==> config.mk <==
export PLATFORM = sky130hd
export DESIGN_NAME = lsu_initiator_flat
export DESIGN_NICKNAME = d
export VERILOG_FILES = /design/src/rtl/lsu_pkg.sv /design/src/rtl/lsu_initiator_if.sv /design/src/rtl/lsu_align.sv /design/src/rtl/lsu_initiator.sv /design/src/flat_wrapper.sv
export SDC_FILE = /design/constraint.sdc
export NUM_CORES = 1
export LEC_CHECK = 0
export BUFFER_PORTS_ARGS = -buffer_cell sky130_fd_sc_hd__buf_2
export CORE_UTILIZATION = 24
export CTS_BUF_LIST = sky130_fd_sc_hd__clkbuf_4
export DETAILED_ROUTE_END_ITERATION = 16
export PLACE_DENSITY = 0.53
export RECOVER_POWER = 25
export SLEW_MARGIN = 20
export SYNTH_ARGS = -nofsm -noshare
export SYNTH_HDL_FRONTEND = slang
export SYNTH_SLANG_ARGS = --single-unit
==> constraint.sdc <==
create_clock -name clk -period 3.4 [get_ports clk]
set_input_delay 0.68 -clock clk [delete_from_list [all_inputs] [get_ports clk]]
set_output_delay 0.68 -clock clk [all_outputs]
set_load 0.1 [all_outputs]
==> src/rtl/lsu_pkg.sv <==
// Shared types for the load/store unit: op encodings, FSM states, access sizes
// and the bus timeout/address limit.
package lsu_pkg;

    localparam logic [3:0]  TIMEOUT  = 4'd15;
    localparam logic [31:0] ADDR_MAX = 32'h0000_2fff;

    typedef enum logic [2:0] {
        LSU_LW  = 3'b000,
        LSU_LH  = 3'b001,
        LSU_LHU = 3'b010,
        LSU_LB  = 3'b011,
        LSU_LBU = 3'b100,
        LSU_SW  = 3'b101,
        LSU_SH  = 3'b110,
        LSU_SB  = 3'b111
    } lsu_op_e;

    typedef enum logic [1:0] {
        IDLE,
        REQ,
        DONE
    } lsu_state_e;

    typedef enum logic [1:0] {
        SZ_BYTE,
        SZ_HALF,
        SZ_WORD
    } lsu_size_e;

    function automatic logic is_store(lsu_op_e op);
        return (op == LSU_SW) || (op == LSU_SH) || (op == LSU_SB);
    endfunction

    function automatic lsu_size_e access_size(lsu_op_e op);
        lsu_size_e size;
        case (op)
            LSU_LW, LSU_SW:          size = SZ_WORD;
            LSU_LH, LSU_LHU, LSU_SH: size = SZ_HALF;
            default:                 size = SZ_BYTE;
        endcase
        return size;
    endfunction

endpackage

==> src/rtl/lsu_initiator_if.sv <==
// Req/ack data-memory bus between the load/store unit (master) and memory (slave).
interface lsu_initiator_if;

    logic        bus_req;
    logic        bus_we;
    logic [31:0] bus_addr;
    logic [3:0]  bus_be;
    logic [31:0] bus_wdata;
    logic        bus_ack;
    logic [31:0] bus_rdata;

    modport master (
        output bus_req, bus_we, bus_addr, bus_be, bus_wdata,
        input  bus_ack, bus_rdata
    );

    modport slave (
        input  bus_req, bus_we, bus_addr, bus_be, bus_wdata,
        output bus_ack, bus_rdata
    );

endinterface

==> src/rtl/lsu_align.sv <==
// Combinational datapath of the load/store unit: fault check, byte-lane steering
// of store data and extraction/extension of load data.
module lsu_align
    import lsu_pkg::*;
(
    input  lsu_op_e     op,
    input  logic [31:0] addr,
    input  logic [31:0] wdata,
    input  logic        overflow,
    output logic        fault,
    output logic [3:0]  be,
    output logic [31:0] wdata_rep,
    input  lsu_op_e     ld_op,
    input  logic [1:0]  ld_offset,
    input  logic [31:0] rword,
    output logic [31:0] ld_data
);

    lsu_size_e   size;
    logic [31:0] shifted;
    logic [15:0] half;

    always_comb begin
        size  = access_size(op);
        fault = overflow || (addr > ADDR_MAX);
        case (size)
            SZ_WORD: fault = fault || (addr[1:0] != 2'b00);
            SZ_HALF: fault = fault || addr[0];
            default: ;
        endcase

        case (op)
            LSU_SB: begin
                be        = 4'b0001 << addr[1:0];
                wdata_rep = {4{wdata[7:0]}};
            end
            LSU_SH: begin
                be        = addr[1] ? 4'b1100 : 4'b0011;
                wdata_rep = {2{wdata[15:0]}};
            end
            default: begin
                be        = 4'b1111;
                wdata_rep = wdata;
            end
        endcase
    end

    // Load lane selection works on the access latched at accept time.
    always_comb begin
        shifted = rword >> {ld_offset, 3'b000};
        half    = ld_offset[1] ? rword[31:16] : rword[15:0];
        case (ld_op)
            LSU_LW:  ld_data = rword;
            LSU_LH:  ld_data = {{16{half[15]}}, half};
            LSU_LHU: ld_data = {16'h0000, half};
            LSU_LB:  ld_data = {{24{shifted[7]}}, shifted[7:0]};
            LSU_LBU: ld_data = {24'h000000, shifted[7:0]};
            default: ld_data = 32'h0000_0000;
        endcase
    end

endmodule

==> src/rtl/lsu_initiator.sv <==
// MEM-stage load/store unit: IDLE/REQ/DONE handshake FSM with bus timeout.
// Define LSU_TRACE_EN to print a line for every completed store.
module lsu_initiator
    import lsu_pkg::*;
(
    input  logic              clk,
    input  logic              reset,
    input  logic              valid,
    input  logic [2:0]        op,
    input  logic [31:0]       addr,
    input  logic [31:0]       wdata,
    input  logic [31:0]       pc,
    input  logic              overflow,
    output logic              stall,
    output logic              done,
    output logic [31:0]       rdata,
    output logic              AdEL,
    output logic              AdES,
    output logic              bus_err,
    lsu_initiator_if.master   bus
);

    lsu_state_e  state;
    lsu_op_e     op_in;
    lsu_op_e     op_q;
    logic [1:0]  offset_q;
    logic [3:0]  wait_cnt;
    logic        fault;
    logic [3:0]  be_next;
    logic [31:0] wdata_next;
    logic [31:0] ld_data;

    assign op_in = lsu_op_e'(op);
    assign stall = valid && (state != DONE);

    lsu_align u_align (
        .op        (op_in),
        .addr      (addr),
        .wdata     (wdata),
        .overflow  (overflow),
        .fault     (fault),
        .be        (be_next),
        .wdata_rep (wdata_next),
        .ld_op     (op_q),
        .ld_offset (offset_q),
        .rword     (bus.bus_rdata),
        .ld_data   (ld_data)
    );

    always_ff @(posedge clk) begin
        if (reset) begin
            state         <= IDLE;
            op_q          <= LSU_LW;
            offset_q      <= 2'b00;
            wait_cnt      <= 4'd0;
            done          <= 1'b0;
            rdata         <= 32'h0;
            AdEL          <= 1'b0;
            AdES          <= 1'b0;
            bus_err       <= 1'b0;
            bus.bus_req   <= 1'b0;
            bus.bus_we    <= 1'b0;
            bus.bus_addr  <= 32'h0;
            bus.bus_be    <= 4'h0;
            bus.bus_wdata <= 32'h0;
        end else begin
            case (state)
                IDLE: begin
                    if (valid) begin
                        op_q     <= op_in;
                        offset_q <= addr[1:0];
                        if (fault) begin
                            state <= DONE;
                            done  <= 1'b1;
                            rdata <= 32'h0;
                            AdEL  <= !is_store(op_in);
                            AdES  <= is_store(op_in);
                        end else begin
                            state         <= REQ;
                            wait_cnt      <= 4'd0;
                            bus.bus_req   <= 1'b1;
                            bus.bus_we    <= is_store(op_in);
                            bus.bus_addr  <= {addr[31:2], 2'b00};
                            bus.bus_be    <= be_next;
                            bus.bus_wdata <= wdata_next;
                        end
                    end
                end
                REQ: begin
                    if (bus.bus_ack) begin
                        state       <= DONE;
                        done        <= 1'b1;
                        rdata       <= ld_data;
                        bus.bus_req <= 1'b0;
                        bus.bus_we  <= 1'b0;
                    end else if (wait_cnt == TIMEOUT - 4'd1) begin
                        state       <= DONE;
                        done        <= 1'b1;
                        bus_err     <= 1'b1;
                        rdata       <= 32'h0;
                        bus.bus_req <= 1'b0;
                        bus.bus_we  <= 1'b0;
                    end else begin
                        wait_cnt <= wait_cnt + 4'd1;
                    end
                end
                DONE: begin
                    state   <= IDLE;
                    done    <= 1'b0;
                    rdata   <= 32'h0;
                    AdEL    <= 1'b0;
                    AdES    <= 1'b0;
                    bus_err <= 1'b0;
                end
                default: state <= IDLE;
            endcase
        end
    end

`ifdef LSU_TRACE_EN
    logic [31:0] pc_q;
    logic [31:0] lane_mask;

    assign lane_mask = {{8{bus.bus_be[3]}}, {8{bus.bus_be[2]}},
                        {8{bus.bus_be[1]}}, {8{bus.bus_be[0]}}};

    always_ff @(posedge clk) begin
        if (reset) begin
            pc_q <= 32'h0;
        end else if (state == IDLE && valid) begin
            pc_q <= pc;
        end
    end

    always_ff @(posedge clk) begin
        if (!reset && state == REQ && bus.bus_ack && bus.bus_we) begin
            $display("@%h: *%h <= %h", pc_q, bus.bus_addr, bus.bus_wdata & lane_mask);
        end
    end
`else
    // The PC only feeds the store trace.
    logic unused_pc;
    assign unused_pc = ^pc;
`endif

endmodule
==> src/flat_wrapper.sv <==
// flat-port wrapper written by rule: the top's interface ports become plain ports
module lsu_initiator_flat import lsu_pkg::*;
  (clk, reset, valid, op, addr, wdata, pc, overflow, stall, done, rdata, AdEL, AdES, bus_err, bus_bus_req, bus_bus_we, bus_bus_addr, bus_bus_be, bus_bus_wdata, bus_bus_ack, bus_bus_rdata);
  lsu_initiator_if bus_i ();
  input  logic clk;
  input  logic reset;
  input  logic valid;
  input  logic [2:0] op;
  input  logic [31:0] addr;
  input  logic [31:0] wdata;
  input  logic [31:0] pc;
  input  logic overflow;
  output logic stall;
  output logic done;
  output logic [31:0] rdata;
  output logic AdEL;
  output logic AdES;
  output logic bus_err;
  output wire logic [$bits(bus_i.bus_req)-1:0] bus_bus_req;
  output wire logic [$bits(bus_i.bus_we)-1:0] bus_bus_we;
  output wire logic [$bits(bus_i.bus_addr)-1:0] bus_bus_addr;
  output wire logic [$bits(bus_i.bus_be)-1:0] bus_bus_be;
  output wire logic [$bits(bus_i.bus_wdata)-1:0] bus_bus_wdata;
  input wire logic [$bits(bus_i.bus_ack)-1:0] bus_bus_ack;
  input wire logic [$bits(bus_i.bus_rdata)-1:0] bus_bus_rdata;
  assign bus_bus_req = bus_i.bus_req;
  assign bus_bus_we = bus_i.bus_we;
  assign bus_bus_addr = bus_i.bus_addr;
  assign bus_bus_be = bus_i.bus_be;
  assign bus_bus_wdata = bus_i.bus_wdata;
  assign bus_i.bus_ack = bus_bus_ack;
  assign bus_i.bus_rdata = bus_bus_rdata;
  lsu_initiator u_core (.clk(clk), .reset(reset), .valid(valid), .op(op), .addr(addr), .wdata(wdata), .pc(pc), .overflow(overflow), .stall(stall), .done(done), .rdata(rdata), .AdEL(AdEL), .AdES(AdES), .bus_err(bus_err), .bus(bus_i));
endmodule
Word-level counts from Yosys, hierarchy flattened
Cells that the tools add are included.

storage, ports and cells
  memories kept = 0
  bits in read-only memories = 0
  latch bits = 0
  flip-flop bits (word level) = 115
  bits of input ports = 136
  bits in writable memories = 0

cells by class
  bitwise logic cells = 1
  multiplexer cells = 43
  shift operators = 2
  $add $sub $neg = 1
  divide/modulo/power cells = 0
  equality and inequality tests = 22
  reduce and logical (&&, ||, !) cells = 25
  $mul = 0
  magnitude comparators = 1

operators with widths
  kind                                                                     count
  32-bit case mux with 5 select lines                                      1
  32-bit 2-to-1 mux                                                        4
  32-bit case mux with 3 select lines                                      1
  32-bit case mux with 2 select lines                                      1
  32-bit by 14-bit > comparator with 1-bit output (second input constant)  1
  32-bit by 5-bit right shift with 8-bit output                            1
  4-bit 2-to-1 mux                                                         5
  16-bit 2-to-1 mux                                                        1
  4-bit case mux with 2 select lines                                       2
  1-bit 2-to-1 mux                                                         15
  3-bit == test (second input constant)                                    4
  1-bit case mux with 2 select lines                                       6
  2-bit inequality test (second input constant)                            5
  3-bit by 2-bit == test with 1-bit output (second input constant)         3
  3-bit AND reduction                                                      3
  2-bit 2-to-1 mux                                                         4
  2-bit case mux with 2 select lines                                       2
  4-bit AND reduction                                                      2
  2-bit nonzero test                                                       4
  3-bit by 1-bit == test with 1-bit output (second input constant)         2
  3-bit zero test                                                          2
  1-bit logical OR                                                         5
  5-bit AND reduction                                                      1
  4-bit by 1-bit adder with 4-bit output (second input constant)           1
  other kinds (15)                                                         19

Longest topological paths before layout
Gate-level depths: netlist (run 1).

  word-level depth = 8
  depth in mapped cells = 12
  mapped depth without buffers = 8

By module
Synthesis (run 1) repeated with hierarchy kept, for this count alone.

unflattened totals
  cell total of the unflattened synthesis = 643
  area, all modules = 5475.3 µm²

modules (own cells, without submodules)
  module         cells an instance  area each (µm²)  sequential area each (µm²)  instances
  lsu_initiator  458                4136.5           2302.2                      1
  lsu_align      185                1338.8           0.0                         1

Least setup slack after synthesis (run 1)
No wires, ideal clock.

  path type = input to register
  start = input op[0]
  end = register u_core.rdata[2]
  arrival time = 2.807 ns
  slack = 0.471 ns
  library setup time = 0.122 ns
  data required time = 3.278 ns
  stages = 10
  cells stage by stage = clkbuf_1 -> clkbuf_1 -> nand2b_1 -> nand3b_1 -> ha_1 -> o21bai_1 -> nand3_1 -> a41oi_2 -> buf_6 -> a221o_1

on the way
  cells in the longest elaborated chain, start to end = 7
  elaborated cells between the ends (all ways) = 13
  classes of those cells = 7 x eq/ne; 2 x mux; 4 x reduce/logical

RTL lines
  item                                                                              RTL line             RTL
  from (decl)                                                                       flat_wrapper.sv:8    input logic [2:0] op;
  3-bit by 1-bit == test with 1-bit output, or another cell as far along            lsu_pkg.sv:37        case (op)
  3-bit OR reduction / 2-bit OR reduction (equally long branches)                   lsu_pkg.sv:37
  2-bit case mux with 2 select lines *                                              lsu_pkg.sv:37
  2-bit by 1-bit == test with 1-bit output / 2-bit == test (equally long branches)  lsu_align.sv:26      case (size)
  1-bit case mux with 2 select lines *                                              lsu_align.sv:26
  2-bit by 1-bit inequality test with 1-bit output (no source line) *               --
  4-bit AND reduction (no source line) *                                            --
  to (signal assigned)                                                              lsu_initiator.sv:93  rdata <= ld_data;
  to (decl)                                                                         lsu_initiator.sv:16  output logic [31:0] rdata,

Every way passes the cells marked *; elsewhere a longest branch is shown, timed or not.
A chain may end at the register's enable or synchronous reset.

Final worst setup path (run 1)
  start = input op[2]
  end = register u_core.wait_cnt[0]

on the way
  cells in the longest elaborated chain, start to end = 7
  elaborated cells between the ends (all ways) = 13
  classes of those cells = 7 x eq/ne; 2 x mux; 4 x reduce/logical

RTL lines
  item                                                                              RTL line              RTL
  3-bit by 1-bit == test with 1-bit output, or another cell as far along            lsu_pkg.sv:37
  3-bit OR reduction / 2-bit OR reduction (equally long branches)                   lsu_pkg.sv:37
  2-bit case mux with 2 select lines *                                              lsu_pkg.sv:37
  2-bit by 1-bit == test with 1-bit output / 2-bit == test (equally long branches)  lsu_align.sv:26
  1-bit case mux with 2 select lines *                                              lsu_align.sv:26
  2-bit inequality test (no source line) *                                          --
  5-bit AND reduction (no source line) *                                            --
  to (signal assigned)                                                              lsu_initiator.sv:104  wait_cnt <= wait_cnt + 4'd1;
  to (decl)                                                                         lsu_initiator.sv:27   logic [3:0] wait_cnt;

Marked as above.

==> results of run 1 <==
[power breakdown]
part	switching (mW)	internal, mW
Clock	0.536	0.375
Combinational	0.178	0.105
Sequential	0.0110	1.35
[metrics by stage]
| stage | cell area (um^2) | util, % | hold slack (ns) | worst slack (ns) | cells |
|---|---|---|---|---|---|
| after floorplan | 4930 | - | 0.478 | 0.471 | 572 |
| after global placement | 6230 | 30.9 | 0.437 | 0.545 | 1019 |
| after detailed placement | 6230 | 30.9 | 0.438 | 0.500 | 1019 |
| after CTS | 6470 | 32.1 | 0.338 | 0.883 | 1050 |
| after global routing | 6420 | 31.8 | 0.328 | 0.724 | 1051 |
| final | 6420 | 31.8 | 0.390 | 0.916 | 1051 |
[final cells by class]
| type | count | area (um^2) | area share (%) |
|---|---|---|---|
| tap | 270 | 338 | 5.27 |
| inverter | 3 | 11.3 | 0.176 |
| clock inverter | 11 | 88.8 | 1.38 |
| antenna | 1 | 2.50 | 0.0390 |
| clock buffer | 20 | 150 | 2.34 |
| multi-input combinational | 409 | 2420 | 37.7 |
| sequential | 115 | 2300 | 35.9 |
| timing repair buffer | 222 | 1100 | 17.2 |
[metal layers]
metal  vias to the layer above  part of all wire (%)
met1                      2239                    46
met2                       139                    47
met5                         -                     0
met4                         0                  0.83
li1                       2435                     -
met3                        12                   6.2
[flip-flops by register name (all words and copies together), names as in the netlist, 2 cells and up]
register	cells
u_core.offset_q	2
u_core.rdata	32
u_core.bus.bus_addr	30
u_core.bus.bus_be	4
u_core.state	2
u_core.bus.bus_wdata	32
u_core.op_q	3
u_core.wait_cnt	4
[critical path: stages]
cell	delay, ns
clkbuf_1	0.24
nand2b_1	0.17
mux2i_1	0.07
ha_1	0.30
o21bai_1	0.19
nand4_1	0.12
clkbuf_1	0.82
nand3_1	0.15
a21oi_1	0.18
[final timing paths]
path | from | to | slack (ns) | cells past startpoint
worst min register to register | u_core.bus.bus_wdata[4]$_SDFFE_PP0P_ | u_core.bus.bus_wdata[4]$_SDFFE_PP0P_ | 0.46 | 2
worst max register to register | u_core.wait_cnt[0]$_SDFFE_PP0P_ | u_core.rdata[13]$_SDFFE_PP0P_ | 1.02 | 8
worst min-delay path | bus_bus_rdata[22] | u_core.rdata[6]$_SDFFE_PP0P_ | 0.39 | 2
worst max-delay path | op[2] | u_core.wait_cnt[0]$_SDFFE_PP0P_ | 0.92 | 9
[layout by cell type (no fill, tap or decap), types with 17 or more instances in the layout]
| cell | synthesis | final |
|---|---|---|
| a311oi_1 | 19 | 19 |
| o2bb2ai_1 | 23 | 23 |
| a21oi_1 | 58 | 58 |
| mux2i_1 | 17 | 17 |
| dfxtp_1 | 115 | 115 |
| nand2_1 | 103 | 103 |
| and2_1 | 24 | 23 |
| clkbuf_4 | 0 | 20 |
| o21ai_0 | 24 | 24 |
| nor2_1 | 38 | 38 |
| buf_2 | 4 | 168 |
| clkbuf_1 | 33 | 41 |
[logic make-up (layout without fill, tap and decap cells)]
logic type | count (synthesis) | after routing | synth area share, %
flops | 115 | 115 | 46.7
compound gates | 166 | 166 | 23.0
simple gates | 216 | 216 | 20.4
fa+ha+maj | 3 | 3 | 0.761
mux | 19 | 19 | 4.14
xor+xnor | 3 | 3 | 0.533
other cells | 1 | 3 | 0.0760
buf+inv | 48 | 256 | 4.44
==> results.yml, run 1 <==
timing:
  rsz0062_at_grt: "false"
  fmax_mhz: 403
  setup_tns_ns: 0
  fin_crit_ns: 2.48
  max_slew_margin_pct: 18.8
  worst_slew_pin_slew_ns: 1.22
  drv_slew: 0
  setup_viol: 0
  fin_crit_sh_pct: 73.1
  hold_violations: 0
  fin_skew_ns: 0.0256
cts:
  cts_tree: "yes"
  cts.htree.levels: 4
  clk_latency_ns: 0.52
  path_clk_slew_ns: 0.12
  numClockSinks: 115
  postCtsHoldBufs: 0
  ctsLongestPathBuffers: 2
  post_cts_buffers: 0
  ctsRootBufferMaster: "clkbuf_4"
  cts-resized-gates: 0
  numCtsBuffers: 17
logic_synthesis:
  synthCells: 571
  synth_most_common_cell: "dfxtp_1"
  ys_seq_area_share_pct: 46.7
  ys_ff_latch: 115
  synth_top_area_share_pct: 46.7
  synthArstFlopShare_pct: 0
  syn_area_per_cell_um2: 8.64
  ys_types: 50
  synthTopCellsByArea: "dfxtp_1 (47%), nand2_1 (7.8%), a21oi_1 (5.9%), o2bb2ai_1 (4.1%), mux2i_1 (3.5%)"
  synthTopCellsByCount: "dfxtp_1 (115), nand2_1 (103), a21oi_1 (58)"
  synthFlopType: "dfxtp_1"
  yosysWarnings: 0
  synth.cell_area_um2: 4930
  synth_edf_count: 0
  netlist.top_cell.by_area: "dfxtp_1"
place:
  io_buffer_count: 208
  gp_congestion: 0.810
  post-dp-hpwl_um: 11200
pwr:
  total_leakage_power_nw: 2.63
  ir_worst_vdd_mv: 0.202
  powerDensity_nw_per_um2: 399
  power.total_mw: 2.56
floorplanning:
  die_area_um2: 21100
  num_rows: 52
  io_pins: 243
  die_w_um: 145
  die_h_um: 145
  start_util_pct: 24.4
  core_um2: 20200
worst_setup_path:
  worstPathArrival_ns: 2.92
  path_class: "primary input to register"
  endpoint_kind: "register"
  worst_setup_path_start_kind: "primary input"
  crit_fanout: 21
  worstPathRequired_ns: 3.84
global_routing:
  grt_pass1_wl_um: 24500
  use_met1_pct: 18.4
  grt_busiest_layer: "met2"
  grt_usage_pct: 14.8
  grt_start_max_net_pins: 68
  grt_overflow: 0
  met2_usage_pct: 24.2
  gr-usage-met3_pct: 4.89
  grt_pass1_vias: 4491
  antenna_found_initial: 1
layout:
  fillCellCount: 2258
  synthToLayoutAreaGrowth_pct: 30.1
  final_nets: 907
  drive_above_1_share_pct: 27.9
detailed_routing:
  wl_per_cell_um: 14.9
  drc: 0
  drtPass1Iterations: 4
  viasPerCell: 4.59
  final_antenna_net_count: 0
  drt_iter0_markers: 155
  num_vias: 4825
  finalWirelength_um: 15700
worst_hold_path:
  hold_path.class: "primary input to register"
run:
  maxCapViolations: 0
outcome:
  status: "complete, no violations"
Power figures use the tool's default switching activity.
==> inputs of run 2 (changes only) <==
PLACE_DENSITY = 0.55   (was 0.53)
clock period = 2 ns   (was 3.4 ns; I/O delays follow)
==> run 2 against run 1 <==
The run now ends with setup timing left. Clock power is 80% higher. Cell area rose by 9.5%. Die area did not move. Cell count increased by 4.0%. Wire length rose by 2.7%. Worst setup slack worse by 0.99 ns. Power increased by 77%. Critical path depth is the same. Combinational power grew 100%. Register-to-register slack got worse by 1.1 ns. Global-route usage grew 0.069 points. Highest routed layer is now met5.
==> results.yml, run 2 (same netlist as run 1, synthesis figures left out) <==
cts:
  cts.htree.levels: 4
  numClockSinks: 115
  cts_tree: "yes"
  numCtsBuffers: 17
  ctsLongestPathBuffers: 2
  ctsRootBufferMaster: "clkbuf_4"
  path_clk_slew_ns: 0.14
  clk_latency_ns: 0.55
floorplanning:
  num_rows: 52
  die_h_um: 145
  io_pins: 243
  die_area_um2: 21100
  die_w_um: 145
  start_util_pct: 24.4
  core_um2: 20200
detailed_routing:
  drt_iter0_markers: 317
  drtPass1Iterations: 4
  drc: 0
  finalWirelength_um: 16100
  final_antenna_net_count: 0
  viasPerCell: 4.58
  wl_per_cell_um: 14.7
  num_vias: 5004
worst_setup_path:
  crit_fanout: 5
  r2r_end: "u_core.rdata[31]$_SDFFE_PP0P_"
  rr_worst_depth: 9
  path_class: "register to register"
  worstPathArrival_ns: 2.54
  endpoint_kind: "register"
  r2r_slack_ns: -0.08
  startpoint: "u_core.wait_cnt[0]$_SDFFE_PP0P_"
  worst_setup_path_start_kind: "register"
  reg2reg_from: "u_core.wait_cnt[0]$_SDFFE_PP0P_"
  worstPathRequired_ns: 2.47
worst_hold_path:
  worstHoldEndpoint: "u_core.bus.bus_addr[4]$_SDFFE_PP0P_"
  hold_depth: 3
  min_from: "addr[4]"
  hold_path.class: "primary input to register"
timing:
  hold_violations: 0
  worst_slew_pin_slew_ns: 0.674
  fin_skew_ns: 0.0258
  fin_crit_sh_pct: 104
  max_slew_margin_pct: 54.9
  fmax_mhz: 482
  drv_slew: 0
  setup_viol: 23
  rsz0062_at_grt: "true"
  setup_tns_ns: -1.21
  fin_crit_ns: 2.08
  timing.final.ws_setup_ns: -0.0759
layout:
  final_cell_mix: "buf_2 (179), dfxtp_1 (113), nand2_1 (103)"
  fillCellCount: 2184
  drive_above_1_share_pct: 38.4
  reg_top3: "u_core.bus.bus_wdata: 32 flops, u_core.rdata: 32 flops, u_core.bus.bus_addr: 30 flops"
  fin_cells: 1093
  synthToLayoutAreaGrowth_pct: 42.5
  final_nets: 946
  final_common_cell: "buf_2"
place:
  dp_cells: 1045
  dp_slack_ns: -0.374
  gp_congestion: 0.819
  post-dp-hpwl_um: 11500
  io_buffer_count: 208
global_routing:
  grt_overflow: 0
  grt_pass1_vias: 4619
  antenna_found_initial: 4
  grt_pass1_wl_um: 24600
  grt_usage_pct: 14.9
  grt_start_max_net_pins: 58
pwr:
  ir_worst_vdd_mv: 0.258
  power.total_mw: 4.52
  total_leakage_power_nw: 3.04
  powerDensity_nw_per_um2: 644
outcome:
  violations: "setup timing"
  status: "finished with violations"
run:
  maxCapViolations: 0
[run 2: where the power goes]
part | total [mW] | internal, mW | switching (mW)
Combinational | 0.567 | 0.235 | 0.332
Clock | 1.64 | 0.544 | 1.10
Sequential | 2.31 | 2.30 | 0.0130
Total | 4.52 | 3.08 | 1.44
[run 2: worst max-delay path by stage]
stage | endpoint | slack (ns) | depth (start not counted)
6_report | u_core.rdata[31]$_SDFFE_PP0P_ | -0.08 | 9
5_1_grt | u_core.rdata[4]$_SDFFE_PP0P_ | -0.16 | 9
3_5_place_dp | u_core.bus.bus_wdata[30]$_SDFFE_PP0P_ | -0.37 | 8
4_1_cts | u_core.rdata[6]$_SDFFE_PP0P_ | -0.1 | 9
2_1_floorplan | u_core.rdata[2]$_SDFFE_PP0P_ | -0.14 | 10
3_3_place_gp | u_core.bus.bus_wdata[31]$_SDFFE_PP0P_ | -0.32 | 8
[run 2: through the flow]
step / hold WS [ns] / utilization [%] / area, um^2
3_3_place_gp: 0.437 / 32.2 / 6500
4_1_cts: 0.00108 / 34.2 / 6910
5_1_grt: 0.0111 / 34.8 / 7020
6_report: 0.0706 / 34.8 / 7020
2_1_floorplan: 0.465 / - / 5050
3_5_place_dp: 0.439 / 32.2 / 6500
[run 2: cell type report]
| type | count | area [um^2] | area share, % |
|---|---|---|---|
| multi-input cells | 409 | 2570 | 36.6 |
| repair buffers | 261 | 1530 | 21.8 |
| flip-flops and latches | 115 | 2300 | 32.8 |
| inverters | 3 | 11.3 | 0.160 |
| clock buffers | 17 | 128 | 1.82 |
| diodes | 3 | 7.51 | 0.107 |
| clock inverters | 15 | 135 | 1.92 |
| well taps | 270 | 338 | 4.81 |
[run 2: critical path, stage by stage (launching register included)]
cell and delay, ns:
dfxtp_2 0.36, inv_2 0.05, ha_4 0.14, and3_4 0.17, or3_4 0.37, a31o_4 0.23, a41oi_4 0.25, buf_6 0.17
clkbuf_16 0.14, o2bb2ai_1 0.10
[run 2: timing repair]
item                       in CTS  in global routing
pin swaps                       4                 12
hold endpoints to repair        5                  0
gates resized for setup        10                 15
cloned                          1                  2
hold buffers                    5                  0
setup endpoints to repair      31                 34
setup buffers                   4                  2
[run 2: routing by layer]
metal | vias up | track usage (%) | wire length, um
li1 | 2528 | - | -
met1 | 2290 | 18.9 | 7290
met2 | 150 | 23.6 | 7480
met3 | 34 | 3.86 | 899
met4 | 2 | 6.89 | 401
met5 | - | 0 | 8
